--- src/rtl/sprite_pixel_pipe.sv ---
// Sprite pixel back end: drives the sprite ROM address, resolves palette colour and transparency,
// and muxes the sprite against the background with optional per-frame flashing. Three-cycle latency.
module sprite_pixel_pipe #(
    parameter int unsigned ROM_DEPTH    = 32'd76800,
    parameter logic [3:0]  KEY_INDEX    = 4'h0,
    parameter int unsigned FLASH_FRAMES = 32'd8
) (
    input  logic        Clk,
    input  logic        Reset_n,
    input  logic [9:0]  DrawX,
    input  logic [9:0]  DrawY,
    input  logic        blank_n,
    input  logic        sprite_en,
    input  logic [19:0] Addr_in,
    input  logic        flash_en,
    input  logic [23:0] bg_rgb,
    input  logic        pal_we,
    input  logic [3:0]  pal_waddr,
    input  logic [23:0] pal_wdata,
    output logic [19:0] rom_addr,
    input  logic [3:0]  rom_q,
    output logic [7:0]  VGA_R,
    output logic [7:0]  VGA_G,
    output logic [7:0]  VGA_B,
    output logic        pix_valid
);

    localparam logic [19:0] DEPTH_20 = 20'(ROM_DEPTH);
    localparam logic [7:0]  CNT_LAST = 8'(FLASH_FRAMES - 32'd1);

    typedef struct packed {
        logic        sprite;
        logic        blank;
        logic        inrange;
        logic        flash;
        logic [23:0] bg;
    } side_t;

    side_t       s1_q, s1_d, s2_q, s2_d, s3_q, s3_d;
    logic [19:0] rom_addr_q, rom_addr_d;
    logic [3:0]  idx_q, idx_d;
    logic [23:0] rgb_q, rgb_d;
    logic        pix_valid_q, pix_valid_d;
    logic [23:0] pal_q [16];
    logic [23:0] pal_d [16];
    logic [7:0]  frame_cnt_q, frame_cnt_d;
    logic        flash_phase_q, flash_phase_d;
    logic        origin_prev_q, origin_prev_d;
    logic        origin_s, frame_evt_s, transparent_s;

    // Pipeline stage next-state: S1 captures inputs, S2/S3 carry sidebands alongside the ROM read.
    always_comb begin
        s1_d         = '0;
        s1_d.sprite  = sprite_en;
        s1_d.blank   = blank_n;
        s1_d.inrange = (Addr_in < DEPTH_20);
        s1_d.flash   = flash_en;
        s1_d.bg      = bg_rgb;
        rom_addr_d   = Addr_in;
        s2_d         = s1_q;
        s3_d         = s2_q;
        idx_d        = rom_q;
    end

    // Palette write port; the S3 read below sees the pre-write contents on the same edge.
    always_comb begin
        pal_d = pal_q;
        if (pal_we) begin
            pal_d[pal_waddr] = pal_wdata;
        end else begin
            pal_d = pal_q;
        end
    end

    // Frame-start detector and flash half-period counter, held cleared while flashing is off.
    always_comb begin
        origin_s      = (DrawX == 10'd0) && (DrawY == 10'd0);
        frame_evt_s   = origin_s && !origin_prev_q;
        origin_prev_d = origin_s;
        frame_cnt_d   = frame_cnt_q;
        flash_phase_d = flash_phase_q;
        if (!flash_en) begin
            frame_cnt_d   = 8'd0;
            flash_phase_d = 1'b0;
        end else if (frame_evt_s) begin
            if (frame_cnt_q == CNT_LAST) begin
                frame_cnt_d   = 8'd0;
                flash_phase_d = !flash_phase_q;
            end else begin
                frame_cnt_d   = frame_cnt_q + 8'd1;
            end
        end else begin
            frame_cnt_d   = frame_cnt_q;
            flash_phase_d = flash_phase_q;
        end
    end

    // Final colour select: blanking forces black, transparency falls back to the background.
    always_comb begin
        transparent_s = !s3_q.sprite || !s3_q.inrange || (idx_q == KEY_INDEX)
                        || (s3_q.flash && flash_phase_q);
        pix_valid_d   = s3_q.blank;
        if (!s3_q.blank) begin
            rgb_d = 24'h0;
        end else if (transparent_s) begin
            rgb_d = s3_q.bg;
        end else begin
            rgb_d = pal_q[idx_q];
        end
    end

    // State registers.
    always_ff @(posedge Clk or negedge Reset_n) begin
        if (!Reset_n) begin
            s1_q          <= '0;
            s2_q          <= '0;
            s3_q          <= '0;
            rom_addr_q    <= 20'd0;
            idx_q         <= 4'd0;
            rgb_q         <= 24'h0;
            pix_valid_q   <= 1'b0;
            frame_cnt_q   <= 8'd0;
            flash_phase_q <= 1'b0;
            origin_prev_q <= 1'b0;
            for (int i = 0; i < 16; i++) begin
                pal_q[i] <= 24'h0;
            end
        end else begin
            s1_q          <= s1_d;
            s2_q          <= s2_d;
            s3_q          <= s3_d;
            rom_addr_q    <= rom_addr_d;
            idx_q         <= idx_d;
            rgb_q         <= rgb_d;
            pix_valid_q   <= pix_valid_d;
            frame_cnt_q   <= frame_cnt_d;
            flash_phase_q <= flash_phase_d;
            origin_prev_q <= origin_prev_d;
            pal_q         <= pal_d;
        end
    end

    assign rom_addr  = rom_addr_q;
    assign VGA_R     = rgb_q[23:16];
    assign VGA_G     = rgb_q[15:8];
    assign VGA_B     = rgb_q[7:0];
    assign pix_valid = pix_valid_q;

endmodule

--- config.mk ---
export PLATFORM = sky130hd
export DESIGN_NAME = sprite_pixel_pipe
export DESIGN_NICKNAME = d
export VERILOG_FILES = /design/src/rtl/sprite_pixel_pipe.sv
export SDC_FILE = /design/constraint.sdc
export NUM_CORES = 1
export LEC_CHECK = 0
export ABC_AREA = 0
export BUFFER_PORTS_ARGS = -buffer_cell sky130_fd_sc_hd__buf_2
export CAP_MARGIN = 20
export CORE_MARGIN = 2
export CORE_UTILIZATION = 50
export CTS_CLUSTER_SIZE = 28
export DETAILED_ROUTE_END_ITERATION = 8
export HOLD_SLACK_MARGIN = 0.06
export PLACE_DENSITY = 0.68
export SETUP_SLACK_MARGIN = 0.1
export SKIP_LAST_GASP = 1
export SLEW_MARGIN = 20
export SYNTH_ARGS = -nofsm -noshare
export SYNTH_HDL_FRONTEND = slang
export SYNTH_SLANG_ARGS = --single-unit
export TNS_END_PERCENT = 20
--- constraint.sdc ---
create_clock -name Clk -period 1.85 [get_ports Clk]
set_input_delay 0.185 -clock Clk [delete_from_list [all_inputs] [get_ports Clk]]
set_output_delay 0.185 -clock Clk [all_outputs]
set_load 0.02 [all_outputs]
==> results.cfg <==
[cells_and_area]
layout-drive-gt1-share_pct = 50.7
instances_no_fill = 2101
mostFrequentLayoutCell = dfrtp_1
nets = 1631
syn_to_final_growth_pct = 22.7
final_cell_mix = dfrtp_1 (500), mux2_2 (382), buf_2 (145)

[worst_setup_path]
rr_worst_depth = 6
end_kind = flop
timing.rr.end = rgb_q[12]
worstReg2RegStart = idx_q[0]
crit_fanout = 7
critPathMaxStageDelay_ns = 0.48
critPathSlowestCell = mux4_2
arrival_ns = 2.36
setup.worst_path.class = flop to flop
start_kind = flop
critPathRequiredTime_ns = 2.28
r2r_slack_ns = -0.08
crit_chain = buf_12, clkbuf_16, mux4_2, mux2_2, o221ai_1, a21oi_1

[floorplan]
rows = 74
ioPinCount = 147
core-area_um2 = 40600
die-area_um2 = 42400
initial_utilization_pct = 50.3
die_y_um = 206
die_width_um = 206

[sta]
fin_crit_sh_pct = 104
skew_ns = 0.0174
finalSetupViolations = 23
slew_headroom_pct = 64.8
setup_slack_ns = -0.0804
worstMarginPinSlew_ns = 0.526
rsz0062_at_grt = true
fmax_ghz = 0.518
min_period_ns = 1.93
drv_slew = 0
hold_violations = 0

[pwr]
p_leak_nw = 11.1
ir_drop_mv = 0.763
netSwitchingPower_mw = 6.72
p_per_area_nw_per_um2 = 1150
p_clk_share_pct = 36.7
comb_power_share_pct = 14.6
finalPower_mw = 28.7
p_int_mw = 22.0
power.share.sequential_pct = 48.7
swShare_pct = 23.4

[global_route]
grt_max_degree = 67
grt_pass1_vias = 12600
grt_pass1_wl_um = 74700
grt_antenna_before_repair = 3
grtUsageTotal_pct = 23.4
grt_overflow = 0

[cts]
cts.path.max_buffers = 3
cts_root_buf = clkbuf_16
clk_latency_ns = 0.57
numClockSinks = 503
cts_buffers = 50
htreeDepth = 2
cts_tree = built
clkTransAtPathRegs_ns = 0.06

[route]
drt_pass1_iterations = 4
ant_nets = 0
drc_errors = 0
num_vias = 12000
vias_per_cell = 5.73
wirelength_um = 48400
dr.first_iter.drc_count = 697
wl_per_cell_um = 23.0

[synth]
synth_seq_area_share_pct = 61.7
yosysTopAreaCell = dfrtp_1
async_reset_ff_share_pct = 100
syn_nets = 1387
synth_flop_cell = dfrtp_1
ys_types = 35
synth_top_area_share_pct = 61.7
avgSynthCellArea_um2 = 15.9
synth_edf_count = 0
syn_area_um2 = 20400
synth_area_leaders = dfrtp_1 (62%), mux2_2 (21%), mux4_2 (7.9%)
ys_seq_elements = 503
yosys_warnings = 0
synthCells = 1284

[min_path]
min_delay_path_depth = 2
hp-start = pal_wdata[1]
min_delay_worst_endpoint = pal_q[121]
hp-class = primary input to flop

[status]
violations = negative setup slack
outcome = finished with violations

[job]
cap_violations = 0

[placed_design]
io_buffers = 146
hpwl_um = 29200
place_ws_ns = -0.123
gp_congestion = 0.762
place_inst = 1933
==> stage by stage <==
step	setup TNS [ns]	util [%]	hold WS (ns)	area, um2
final	-0.851	61.7	0.0909	25000
after global routing	-2.35	61.7	0.0833	25000
after CTS	-1.03	61.5	0.0619	24900
after detailed placement	-1.93	55.3	0.111	22400
after global placement	-1.37	55.3	0.108	22400
after floorplan	0	-	-0.111	20400
==> area by class of cell <==
cell class / count / area, um2
Sequential cell: 503 / 12600
Tap cell: 532 / 666
Antenna cell: 1 / 2.50
Multi-Input combinational cell: 680 / 7490
Clock inverter: 25 / 292
Timing Repair Buffer: 293 / 2540
Fill cell: 3025 / 15500
Clock buffer: 67 / 1450
==> repair_timing <==
| item | 4_1_cts | 5_1_grt |
|---|---|---|
| pin swaps | 0 | 1 |
| hold endpoints to repair | 566 | 0 |
| setup endpoints to repair | 24 | 25 |
| gates cloned | 1 | 2 |
| buffers inserted | 6 | 2 |
| resized for setup | 8 | 5 |
| hold buffers | 64 | 0 |
==> cells in the mapped netlist (2+ instances only) <==
| library cell | n |
|---|---|
| dfrtp_1 | 503 |
| mux2_2 | 384 |
| clkbuf_1 | 82 |
| mux4_2 | 72 |
| a21oi_1 | 48 |
| nor2_1 | 37 |
| mux2i_1 | 24 |
| o221ai_1 | 24 |
| a211oi_1 | 23 |
| buf_2 | 16 |
| and2_1 | 8 |
| nand3_1 | 7 |
| nand2_1 | 5 |
| nor4_1 | 5 |
| xnor2_1 | 5 |
| and3_1 | 4 |
| nand3b_1 | 4 |
| nand4_1 | 4 |
| or3_1 | 4 |
| a21boi_1 | 3 |
| buf_1 | 3 |
| nand2b_1 | 3 |
| or4_1 | 3 |
| o31ai_1 | 2 |
==> critical path: cells and delay by family (launching register included) <==
family | cells | cell delay, ns
buffers and inverters | 2 | 0.33
flip-flops | 1 | 0.44
multiplexers | 2 | 0.76
AO/OA/AOI/OAI | 2 | 0.24
==> flip-flops by register name (all words and copies together), names as in the netlist <==
register and count:
pix_valid 1, s1_q 28, s3_q 27, s2_q 28
pal_q 360, flash_phase_q 1, rom_addr 20, origin_prev_q 1
frame_cnt_q 8, rgb_q 24, pix_valid_d 1, idx_q 4
==> cells by family (layout without fill, tap and decap cells) <==
group	Yosys count	in the layout	share of synthesized area [%]
compound gates	107	107	3.52
xor+xnor	5	5	0.215
fa+ha+maj	1	1	0.0613
buf+inv	101	385	1.96
flops	503	503	61.7
mux	480	480	30.3
other cells	0	1	0
simple gates	87	87	2.23
==> metal layers <==
layer,vias up,part of all wire [%],global-route usage [%]
met5,-,0.056,0
met4,4,2.0,5.82
met3,71,3.9,3.31
met2,248,48,37.2
met1,6499,46,34.5
li1,5209,-,-
==> worst max-delay path by stage <==
stage                        start        end  slack, ns
after floorplan           idx_q[1]   rgb_q[3]       0.02
after global placement    idx_q[0]  rgb_q[22]      -0.09
after detailed placement  idx_q[0]  rgb_q[22]      -0.12
after CTS                 idx_q[0]  rgb_q[12]      -0.07
after global routing      idx_q[0]  rgb_q[22]      -0.12
final                     idx_q[0]  rgb_q[12]      -0.08
==> power groups by stage <==
stage / Combinational (mW) / Sequential [mW] / Clock (mW)
after floorplan: 2.96 / 13.8 / 0
after global placement: 3.87 / 14.1 / 0
after detailed placement: 4.03 / 14.1 / 0
after CTS: 4.21 / 14.0 / 10.8
after global routing: 4.56 / 14.2 / 11.2
final: 4.19 / 14.0 / 10.5
Note: power is estimated with default switching activity, not from simulation.
